## src/rtl/sram_arbiter.sv

```systemverilog
// sram_arbiter: multi-port req/ack arbiter and strobe sequencer for an
// asynchronous external SRAM. Each transaction runs IDLE -> SETUP ->
// ACCESS (ACCESS_CYCLES) -> HOLD. Every pin-facing output is a register.
module sram_arbiter #(
    parameter int NPORTS        = 3,
    parameter int AW            = 18,
    parameter int DW            = 8,
    parameter int ACCESS_CYCLES = 2,
    parameter int RR_MODE       = 0
) (
    input  logic                 clk,
    input  logic                 reset,
    input  logic [NPORTS-1:0]    req,
    input  logic [NPORTS-1:0]    we,
    input  logic [NPORTS*AW-1:0] addr,
    input  logic [NPORTS*DW-1:0] wdata,
    output logic [NPORTS-1:0]    ack,
    output logic [DW-1:0]        rdata,
    output logic                 sram_cs_b,
    output logic                 sram_oe_b,
    output logic                 sram_we_b,
    output logic [AW-1:0]        sram_a,
    output logic [DW-1:0]        sram_dout,
    output logic                 sram_dout_en,
    input  logic [DW-1:0]        sram_din
);

    localparam int PW = $clog2(NPORTS);
    localparam int CW = $clog2(ACCESS_CYCLES) + 1;

    typedef enum logic [1:0] {IDLE, SETUP, ACCESS, HOLD} state_t;

    state_t        state_reg;
    logic [CW-1:0] cnt_reg;
    logic [PW-1:0] last_reg;
    logic [PW-1:0] grant_reg;
    logic          op_we_reg;

    logic          grant_valid;
    logic [PW-1:0] grant_next;

    logic [AW-1:0] addr_arr  [NPORTS];
    logic [DW-1:0] wdata_arr [NPORTS];

    // Unpack the flat per-port operand buses into indexable arrays.
    generate
        for (genvar gi = 0; gi < NPORTS; gi++) begin : g_unpack
            assign addr_arr[gi]  = addr[gi*AW +: AW];
            assign wdata_arr[gi] = wdata[gi*DW +: DW];
        end
    endgenerate

    // Pick the winning port: lowest index, or first after the last winner.
    always_comb begin
        int            idx;
        logic [PW-1:0] idx_p;
        idx         = 0;
        idx_p       = '0;
        grant_valid = 1'b0;
        grant_next  = '0;
        if (RR_MODE != 0) begin
            for (int k = 1; k <= NPORTS; k++) begin
                idx = int'(last_reg) + k;
                if (idx >= NPORTS) begin
                    idx = idx - NPORTS;
                end
                idx_p = PW'(idx);
                if (!grant_valid && req[idx_p]) begin
                    grant_valid = 1'b1;
                    grant_next  = idx_p;
                end
            end
        end else begin
            for (int k = NPORTS - 1; k >= 0; k--) begin
                if (req[k]) begin
                    grant_valid = 1'b1;
                    grant_next  = PW'(k);
                end
            end
        end
    end

    // Transaction sequencer; reset aborts any access and releases the pins at once.
    always_ff @(posedge clk or posedge reset) begin
        if (reset) begin
            state_reg    <= IDLE;
            sram_cs_b    <= 1'b1;
            sram_oe_b    <= 1'b1;
            sram_we_b    <= 1'b1;
            sram_dout_en <= 1'b0;
            ack          <= '0;
            rdata        <= '0;
            sram_a       <= '0;
            sram_dout    <= '0;
            cnt_reg      <= '0;
            last_reg     <= PW'(NPORTS - 1);
            grant_reg    <= '0;
            op_we_reg    <= 1'b0;
        end else begin
            ack <= '0;
            case (state_reg)
                IDLE: begin
                    sram_oe_b    <= 1'b1;
                    sram_we_b    <= 1'b1;
                    sram_dout_en <= 1'b0;
                    if (grant_valid) begin
                        grant_reg    <= grant_next;
                        op_we_reg    <= we[grant_next];
                        sram_a       <= addr_arr[grant_next];
                        sram_dout    <= wdata_arr[grant_next];
                        sram_dout_en <= we[grant_next];
                        sram_cs_b    <= 1'b0;
                        state_reg    <= SETUP;
                        if (RR_MODE != 0) begin
                            last_reg <= grant_next;
                        end
                    end else begin
                        sram_cs_b <= 1'b1;
                    end
                end
                SETUP: begin
                    // Address has had a full cycle to settle; open the strobe.
                    cnt_reg   <= CW'(ACCESS_CYCLES - 1);
                    sram_oe_b <= op_we_reg;
                    sram_we_b <= !op_we_reg;
                    state_reg <= ACCESS;
                end
                ACCESS: begin
                    if (cnt_reg == '0) begin
                        if (!op_we_reg) begin
                            rdata <= sram_din;
                        end
                        sram_oe_b <= 1'b1;
                        sram_we_b <= 1'b1;
                        ack       <= NPORTS'(1) << grant_reg;
                        state_reg <= HOLD;
                    end else begin
                        cnt_reg <= cnt_reg - CW'(1);
                    end
                end
                HOLD: begin
                    // Write data stayed driven through this cycle for hold time.
                    sram_dout_en <= 1'b0;
                    sram_cs_b    <= 1'b1;
                    state_reg    <= IDLE;
                end
                default: begin
                    state_reg <= IDLE;
                end
            endcase
        end
    end

endmodule

```

## config.mk

```make
export PLATFORM = sky130hd
export DESIGN_NAME = sram_arbiter
export DESIGN_NICKNAME = d
export VERILOG_FILES = /design/src/rtl/sram_arbiter.sv
export SDC_FILE = /design/constraint.sdc
export NUM_CORES = 1
export LEC_CHECK = 0
export BUFFER_PORTS_ARGS = -buffer_cell sky130_fd_sc_hd__buf_2
export CORE_UTILIZATION = 40
export CTS_CLUSTER_SIZE = 12
export DETAILED_ROUTE_END_ITERATION = 8
export HOLD_SLACK_MARGIN = 0.08
export PLACE_DENSITY = 0.68
export SLEW_MARGIN = 30
export SYNTH_ARGS = -nofsm -noshare
export SYNTH_HDL_FRONTEND = slang
export SYNTH_SLANG_ARGS = --single-unit
export TNS_END_PERCENT = 100
```

## constraint.sdc

```tcl
create_clock -name clk -period 2.1 [get_ports clk]
set_input_delay 0.42 -clock clk [delete_from_list [all_inputs] [get_ports clk]]
set_output_delay 0.42 -clock clk [all_outputs]
set_load 0.02 [all_outputs]
```

== After elaboration in Yosys (flattened, before gate mapping) ==
Index checks and enable logic that the tools add are counted.
Operators by class
  add/sub/neg operators: 1
  multiply operators: 0
  div/mod/pow operators: 0
  $lt $le $gt $ge: 2
  equality and inequality tests: 6
  shift operators: 1
  mux-type cells: 28
  bitwise operators: 2
  reduce and logical (&&, ||, !) cells: 11
Operators with widths (number)
  binary-select mux 18 bit (select 2 bit): 1
  two-way mux 18 bit: 2
  binary-select mux 8 bit (select 2 bit): 1
  two-way mux 8 bit: 2
  two-way mux 2 bit: 6
  case mux 2 bit (4 select lines): 1
  AND reduction 2 bit: 4
  two-way mux 1 bit: 7
  two-way mux 3 bit: 2
  inequality test 2 bit, second input constant: 3
  case mux 1 bit (3 select lines): 2
  == test 2 bit, second input constant: 2
  logical NOT 2 bit: 2
  case mux 1 bit (2 select lines): 2
  case mux 2 bit (2 select lines): 1
  nonzero test 2 bit: 2
  greater-or-equal comparator 3 bit, second input constant: 1
  less-than comparator 2 x 3 -> 1 bit, second input constant: 1
  NOT 2 -> 3 bit: 1
  AND reduction 3 bit: 1
  nonzero test 3 bit: 1
  << shifter 1 x 2 -> 3 bit, first input constant: 1
  binary-select mux 1 bit (select 2 bit): 1
  == test 2 x 1 -> 1 bit, second input constant: 1
  other kinds (3): 3
Word-level totals
  flip-flop bits (word level): 48
  latch bits: 0
  bits in writable memories: 0
  ROM bits: 0
  input bits: 94
  logic and storage cells: 63
  memories kept: 0

== Depth between registers and ports, before layout ==
Gate-level depths: netlist (run 1).
  depth in word-level cells: 7
  mapped depth: 8
  mapped depth without buffers: 5

== Least setup slack after synthesis (run 1) ==
OpenSTA, ideal clock, no wires.
  kind: register -> register
  from: reg state_reg[0]
  to: reg rdata[0]
  arrival time: 1386 ps
  required time: 1975 ps
  setup slack: 590 ps
  cell stages (with the launch flop): 7
  period minus slack after synthesis: 1510 ps
  path through: dfrtp_1 -> inv_1 -> ha_1 -> nand2_1 -> or2_1 -> buf_6 -> mux2_2
On the way
  word-level cells in the longest chain between the ends: 2
Ends and longest elaborated chain
  start, declared: line 33  | state_t state_reg;
  start signal, assigned: line 86  | state_reg <= IDLE;
  start signal, assigned: line 113  | state_reg <= SETUP;
  start signal, assigned: line 126  | state_reg <= ACCESS;
  == test 2 bit: line 101  | case (state_reg)
  AND reduction 3 bit (no line)
  end signal, assigned: line 131  | rdata <= sram_din;
  end, declared: line 18  | output logic [DW-1:0] rdata,
No other way between the ends.
A chain may end at the register's enable or synchronous reset.

== Final worst setup path (run 1) ==
  from: reg state_reg[0]
  to: reg rdata[5]
Same word-level chain as after synthesis.

==> metrics.md, run 1 <==
| Metric | Value |
|---|---|
| Status | complete, but fails checks |
| Failing checks | design-rule violations |
| Worst R2R Path Depth | 5 |
| Critical Path Source | state_reg[0]$_DFFE_PP0P_ |
| Antenna diodes | 0 |
| Flop-to-flop setup slack | 0.37 ns |
| Largest net degree at the start of global routing | 32 |
| Register share of total power | 0.368 |
| Clock-pin slew on the worst setup and hold paths | 0.09 ns |
| Crit-path max FO | 8 |
| Switching Fraction | 0.427 |
| Register containing the most flip-flops in the final layout | sram_a |
| Top flop regs | sram_a (18), rdata (8), sram_dout (8) |
| Routability Congestion | 0.757 |
| Number of pins with negative max-slew slack in the final report | 0 |
| Clock sinks | 48 |
| Measured slew at the worst slew-check pin | 0.584 ns |
| Proportion of power drawn by the clock network | 0.126 |
| Synth unique cells | 36 |
| TritonRoute pass-1 iters | 7 |
| Endpoints failing setup | 0 |
| DR iter-0 viols | 86 |
| Die outline height | 84.0 um |
| Clock insertion delay at the later pin of the skew report | 0.29 ns |
| Number of levels the H-tree was split into | 2 |
| Area added between synthesis and finish | 29.4% |
| Area of the core | 6420 um2 |
| Switching pwr | 1.91 mW |
| Yosys warnings | 0 |
| Sequential cell area in the final layout | 1200 um2 |
| Commonest non-fill, non-tap cells in the layout | buf_2, a21oi_1, dfrtp_1, nand2_1, nor2_1 |
| Width of the die | 84.0 um |
| HPWL reported at the end of detailed placement | 5.22 mm |
| Endpoint required time on the critical path | 2.28 ns |
| Site Rows | 29 |
| Number of CTS-inserted buffers | 5 |
| Highest achievable clock rate | 578 MHz |
| Leak | 1.69 nW |
| Post-CTS sizing | 0 |
| Pwr Density | 1290 nW/um2 |
| Worst relative slew slack | 0.610 |
| Post-synthesis area per instance | 9.28 um2 |
| Count of flip-flops with a built-in enable after synthesis | 0 |
| Arrival time at the worst endpoint | 1.91 ns |
| GR Util All Layers | 0.212 |
| Relative contribution of combinational cells to total power | 0.506 |
| Post-cts hold buffer count | 0 |
| Max Cap Viol | 0 |
| Async SR Flop Fraction | 1.00 |
| Clock tree from TritonCTS | yes |
| Gate Count Post-Synth | 290 |
| Seq/Total Area, Yosys | 0.448 |
| Number of flip-flops under the largest register name | 18 |
| Port-buffer cells | 134 |
| Summed instance area of the synthesized netlist | 2690 um2 |
| Flop and latch count out of synthesis | 48 |
| Fillers | 610 |
| Buffer cell driving the clock tree root | clkbuf_8 |
| Hold Crit Class | input pin to async pin |
| Starting density of the core | 0.419 |
| Worst Setup End Kind | register |
| Internal power contribution | 2.56 mW |
| Final setup skew | 0.00489 ns |
| Post-CTS setup buffer count | 0 |
| Setup tns final | 0 ns |
| Post-detailed-route DRC marker count | 14 |
| Worst IR drop on VDD | 0.000484 V |
| Post-synthesis net count | 389 |
| Layout net count | 516 |
| Via density | 5.07 |
| Overall routed net length | 7.00 mm |
| Setup repair after global routing missed its margin | false |
| Predominant post-synthesis flop cell | dfrtp_1 |
| Capturing element of the worst setup path | rdata[5]$_DFFE_PP0P_ |
| Worst setup path class | register to register |
| Tot Pwr | 4.48 mW |
| Full die area | 7060 um2 |
| Ratio of cells with drive above 1 in the final layout | 0.409 |
| Endpoint of the worst register-to-register path | rdata[5]$_DFFE_PP0P_ |
| Area occupied by multi-input gates | 1300 um2 |
| Antenna violations before repair | 0 |
| Count of final hold-check violations | 0 |
| Number of primary I/O pins | 135 |
| Startpoint of the most critical register-to-register path | state_reg[0]$_DFFE_PP0P_ |
| Post-route minimum period | 1.73 ns |
| Critical Path Source Type | register |
| Post-DR wirelength/cell | 14.1 um |
| Number of antenna-violating nets in the routed design | 0 |
| Portion of the clock cycle consumed by the worst path in the final layout | 0.823 |
| Number of global-route vias before repair | 2,544 |
| Most common cell after layout, fill and taps aside | buf_2 |
| Wire length of the first global-routing pass | 11.9 mm |
| Overall via count from detail_route | 2,512 |
| Overall overflow remaining after global route | 0 |
| CTS Buffer Depth | 2 |
## worst min-delay path by stage
stage / startpoint / end / slack [ns] / depth (start not counted)
floorplan: grant_reg[0]$_DFFE_PP0P_ / ack[0]$_DFF_PP0_ / 0.43 / 1
global placement: grant_reg[0]$_DFFE_PP0P_ / ack[0]$_DFF_PP0_ / 0.44 / 1
detailed placement: grant_reg[0]$_DFFE_PP0P_ / ack[2]$_DFF_PP0_ / 0.45 / 1
CTS: reset / ack[0]$_DFF_PP0_ / 0.16 / 2
global route: reset / ack[0]$_DFF_PP0_ / 0.18 / 2
finish: reset / ack[1]$_DFF_PP0_ / 0.16 / 2
## worst max-delay path: stages, from the launching register on
cell	delay (ns)
dfrtp_1	0.41
inv_1	0.08
ha_1	0.27
nand2_1	0.15
or2_1	0.32
mux2_2	0.39
## cell type report
cell class | instances | share of cell area
Clock buffer | 6 | 0.0237
Clock inverter | 2 | 0.00287
Inverter | 8 | 0.00862
Multi-Input combinational cell | 210 | 0.373
Sequential cell | 48 | 0.346
Tap cell | 77 | 0.0277
Timing Repair Buffer | 144 | 0.218
## power by group through the flow
stage          Combinational [mW]  Clock (mW)  Sequential (mW)
2_1_floorplan                1.12           0             2.10
3_5_place_dp                 2.29           0             1.65
6_report                     2.27       0.563             1.65
3_3_place_gp                 2.22           0             1.64
4_1_cts                      2.29       0.587             1.65
5_1_grt                      2.50       0.635             1.70
## cell usage after synthesis (all sizes together), types with 3 or more instances
library cell | count | share of area
dfrtp | 45 | 0.42
nor2 | 25 | 0.035
buf | 21 | 0.056
nand2 | 32 | 0.045
nor3 | 5 | 0.0093
o21ai | 6 | 0.011
ha | 5 | 0.023
a21o | 23 | 0.064
nand2b | 5 | 0.012
nand3b | 24 | 0.067
a21oi | 54 | 0.10
mux2 | 11 | 0.046
clkbuf | 3 | 0.0042
inv | 8 | 0.011
dfstp | 3 | 0.029
## cell families (layout without fill, tap and decap cells)
family	count (synthesis)	count (layout)	share of synthesized area
fa+ha+maj	5	5	0.0233
flops	48	48	0.448
mux	12	12	0.0498
xor+xnor	1	1	0.00326
compound gates	94	94	0.217
buf+inv	32	160	0.0716
simple gates	98	98	0.187
## through the flow
stage / util / cell area [um2] / std cells / hold slack (ns) / setup slack (ns)
3_3_place_gp: 0.527 / 3380 / 487 / 0.440 / 0.318
3_5_place_dp: 0.527 / 3380 / 487 / 0.450 / 0.225
5_1_grt: 0.542 / 3480 / 495 / 0.182 / 0.189
6_report: 0.542 / 3480 / 495 / 0.160 / 0.371
4_1_cts: 0.541 / 3470 / 495 / 0.163 / 0.361
2_1_floorplan: - / 2690 / 290 / 0.432 / 0.540
## metal layers
metal | vias to the layer above | share of wire | GRT usage
li1 | 1250 | - | -
met1 | 1147 | 0.45 | 0.256
met2 | 105 | 0.46 | 0.358
met3 | 10 | 0.068 | 0.0653
met4 | 0 | 0.020 | 0.0752
met5 | - | 0 | 0
(Power assumes the default switching activity.)
==> run 2, diff against run 1 <==
--- a/config.mk
+++ b/config.mk
@@ -10,7 +10,7 @@
 export CTS_CLUSTER_SIZE = 12
 export DETAILED_ROUTE_END_ITERATION = 8
 export HOLD_SLACK_MARGIN = 0.08
-export PLACE_DENSITY = 0.68
+export PLACE_DENSITY = 0.71
 export SLEW_MARGIN = 30
 export SYNTH_ARGS = -nofsm -noshare
 export SYNTH_HDL_FRONTEND = slang
==> constraint.sdc (replaced) <==
create_clock -name clk -period 1.56 [get_ports clk]
set_input_delay 0.312 -clock clk [delete_from_list [all_inputs] [get_ports clk]]
set_output_delay 0.312 -clock clk [all_outputs]
set_load 0.02 [all_outputs]
==> run 2 against run 1 <==
Flip-flop and latch count stayed put. Setup slack worse by 0.29 ns. Sequential power is 35% higher. Clock skew is 0.0017 ns lower. Critical endpoint unchanged. Highest routed layer unchanged. Register-to-register slack worse by 0.29 ns. The flow still finishes with violations (design-rule violations). Clock power is 34% higher. Hold slack better by 0.083 ns. Fmax is 17% higher. Core utilization is 1.9 points higher.
==> metrics.md, run 2 (synthesis results as in run 1) <==
| Metric | Value |
|---|---|
| Overall via count from detail_route | 2,601 |
| Hold Crit Class | input pin to register |
| Number of flip-flops under the largest register name | 18 |
| Clock-pin slew on the worst setup and hold paths | 0.08 ns |
| Endpoint of the worst register-to-register path | rdata[5]$_DFFE_PP0P_ |
| Register containing the most flip-flops in the final layout | sram_a |
| Overall routed net length | 7.22 mm |
| Endpoints failing setup | 0 |
| Endpoint required time on the critical path | 1.75 ns |
| Wire length of the first global-routing pass | 11.7 mm |
| Worst hold path stage count | 2 |
| Largest net degree at the start of global routing | 49 |
| Die outline height | 84.0 um |
| Width of the die | 84.0 um |
| Antenna diodes | 0 |
| Hold Slack | 0.243 ns |
| Worst R2R Path Depth | 5 |
| Number of CTS-inserted buffers | 5 |
| Startpoint of the most critical register-to-register path | state_reg[0]$_DFFE_PP0P_ |
| Most common cell after layout, fill and taps aside | buf_2 |
| Number of primary I/O pins | 135 |
| Portion of the clock cycle consumed by the worst path in the final layout | 0.949 |
| Number of levels the H-tree was split into | 2 |
| Flop-to-flop setup slack | 0.08 ns |
| Worst setup path class | register to register |
| Fillers | 594 |
| Area of the core | 6420 um2 |
| Port-buffer cells | 134 |
| Site Rows | 29 |
| Layout net count | 527 |
| Arrival time at the worst endpoint | 1.67 ns |
| Final setup skew | 0.00320 ns |
| Worst IR drop on VDD | 0.000705 V |
| CTS Buffer Depth | 2 |
| Antenna violations before repair | 0 |
| Failing checks | design-rule violations |
| Full die area | 7060 um2 |
| Top flop regs | sram_a (18), rdata (8), sram_dout (8) |
| GR Util All Layers | 0.209 |
| Setup repair after global routing missed its margin | false |
| Clock sinks | 48 |
| Measured slew at the worst slew-check pin | 0.590 ns |
| Clock insertion delay at the later pin of the skew report | 0.29 ns |
| Number of antenna-violating nets in the routed design | 0 |
| Post-DR wirelength/cell | 14.3 um |
| Post-route minimum period | 1.48 ns |
| Status | complete, but fails checks |
| Number of global-route vias before repair | 2,606 |
| Ratio of cells with drive above 1 in the final layout | 0.434 |
| Critical Path Source Type | register |
| Count of final hold-check violations | 0 |
| Worst Setup End Kind | register |
| Hold worst-path end | rdata[0]$_DFFE_PP0P_ |
| Commonest non-fill, non-tap cells in the layout | buf_2, a21oi_1, dfrtp_1, nand2_1, nor2_1 |
| Area added between synthesis and finish | 33.9% |
| DR iter-0 viols | 98 |
| TritonRoute pass-1 iters | 6 |
| Via density | 5.14 |
| Routability Congestion | 0.810 |
| Hold path startpoint | sram_din[0] |
| Post-CTS setup buffer count | 0 |
| Overall overflow remaining after global route | 0 |
| HPWL reported at the end of detailed placement | 5.36 mm |
| Tot Pwr | 6.23 mW |
| Area occupied by multi-input gates | 1330 um2 |
| Number of pins with negative max-slew slack in the final report | 0 |
| Post-detailed-route DRC marker count | 16 |
| Buffer cell driving the clock tree root | clkbuf_8 |
| Worst relative slew slack | 0.606 |
| Max Cap Viol | 0 |
| Sequential cell area in the final layout | 1200 um2 |
| Leak | 1.74 nW |
| Starting density of the core | 0.419 |
| Clock tree from TritonCTS | yes |
| Pwr Density | 1730 nW/um2 |
| Highest achievable clock rate | 675 MHz |
| Crit-path max FO | 8 |
run 2: cell count changes in the layout (fill, tap and decap cells not counted), sizes merged:
cell,before,now
buf,144,154
clkinv,2,0
clkbuf,6,8
dlygate4sd3,0,1
run 2: through the flow:
step / setup WS (ns) / TNS, ns / utilization / instances / area, um2
global route: 0.000968 / 0 / 0.561 / 506 / 3600
CTS: -0.0282 / -0.434 / 0.554 / 506 / 3560
floorplan: 0.0497 / 0 / - / 290 / 2690
detailed placement: -0.141 / -3.62 / 0.538 / 497 / 3460
global placement: -0.0673 / -1.63 / 0.538 / 497 / 3460
finish: 0.0792 / 0 / 0.561 / 506 / 3600
run 2: worst max-delay path by stage:
stage	start	endpoint	cells past startpoint
after floorplan	state_reg[0]$_DFFE_PP0P_	rdata[0]$_DFFE_PP0P_	6
after global placement	req[1]	sram_a[12]$_DFFE_PP0P_	4
after detailed placement	req[1]	sram_dout[5]$_DFFE_PP0P_	4
after CTS	state_reg[0]$_DFFE_PP0P_	rdata[5]$_DFFE_PP0P_	5
after global routing	state_reg[0]$_DFFE_PP0P_	rdata[5]$_DFFE_PP0P_	5
final	state_reg[0]$_DFFE_PP0P_	rdata[5]$_DFFE_PP0P_	5
run 2: timing repair:
item / in CTS / in global routing
hold buffers: 1 / 0
endpoints found under the setup margin: 24 / 36
gates resized for setup: 1 / 9
endpoints found under the hold margin: 45 / 0
run 2: area by class of cell:
| class | instances | share of cell area |
|---|---|---|
| clock buffer | 8 | 0.0250 |
| inverter | 8 | 0.00834 |
| multi-input combinational | 210 | 0.370 |
| sequential | 48 | 0.334 |
| tap | 77 | 0.0267 |
| timing repair buffer | 155 | 0.235 |
run 2: worst max-delay path, cell delays in order, from the launching register on:
cell     delay (ns)
dfrtp_1        0.40
inv_2          0.12
ha_4           0.17
nand2_1        0.10
or2_4          0.30
mux2_2         0.29
run 2: routing by layer:
layer,vias up,routed length (um),global-route usage
met3,16,505,0.0485
li1,1275,-,-
met1,1203,3140,0.247
met5,-,0,0
met4,0,161,0.0925
met2,107,3420,0.359
run 2: where the power goes:
group	leakage [nW]	internal [mW]	switching, mW
Combinational	1.14	1.37	1.88
Sequential	0.556	1.87	0.350
Clock	0.0455	0.362	0.395
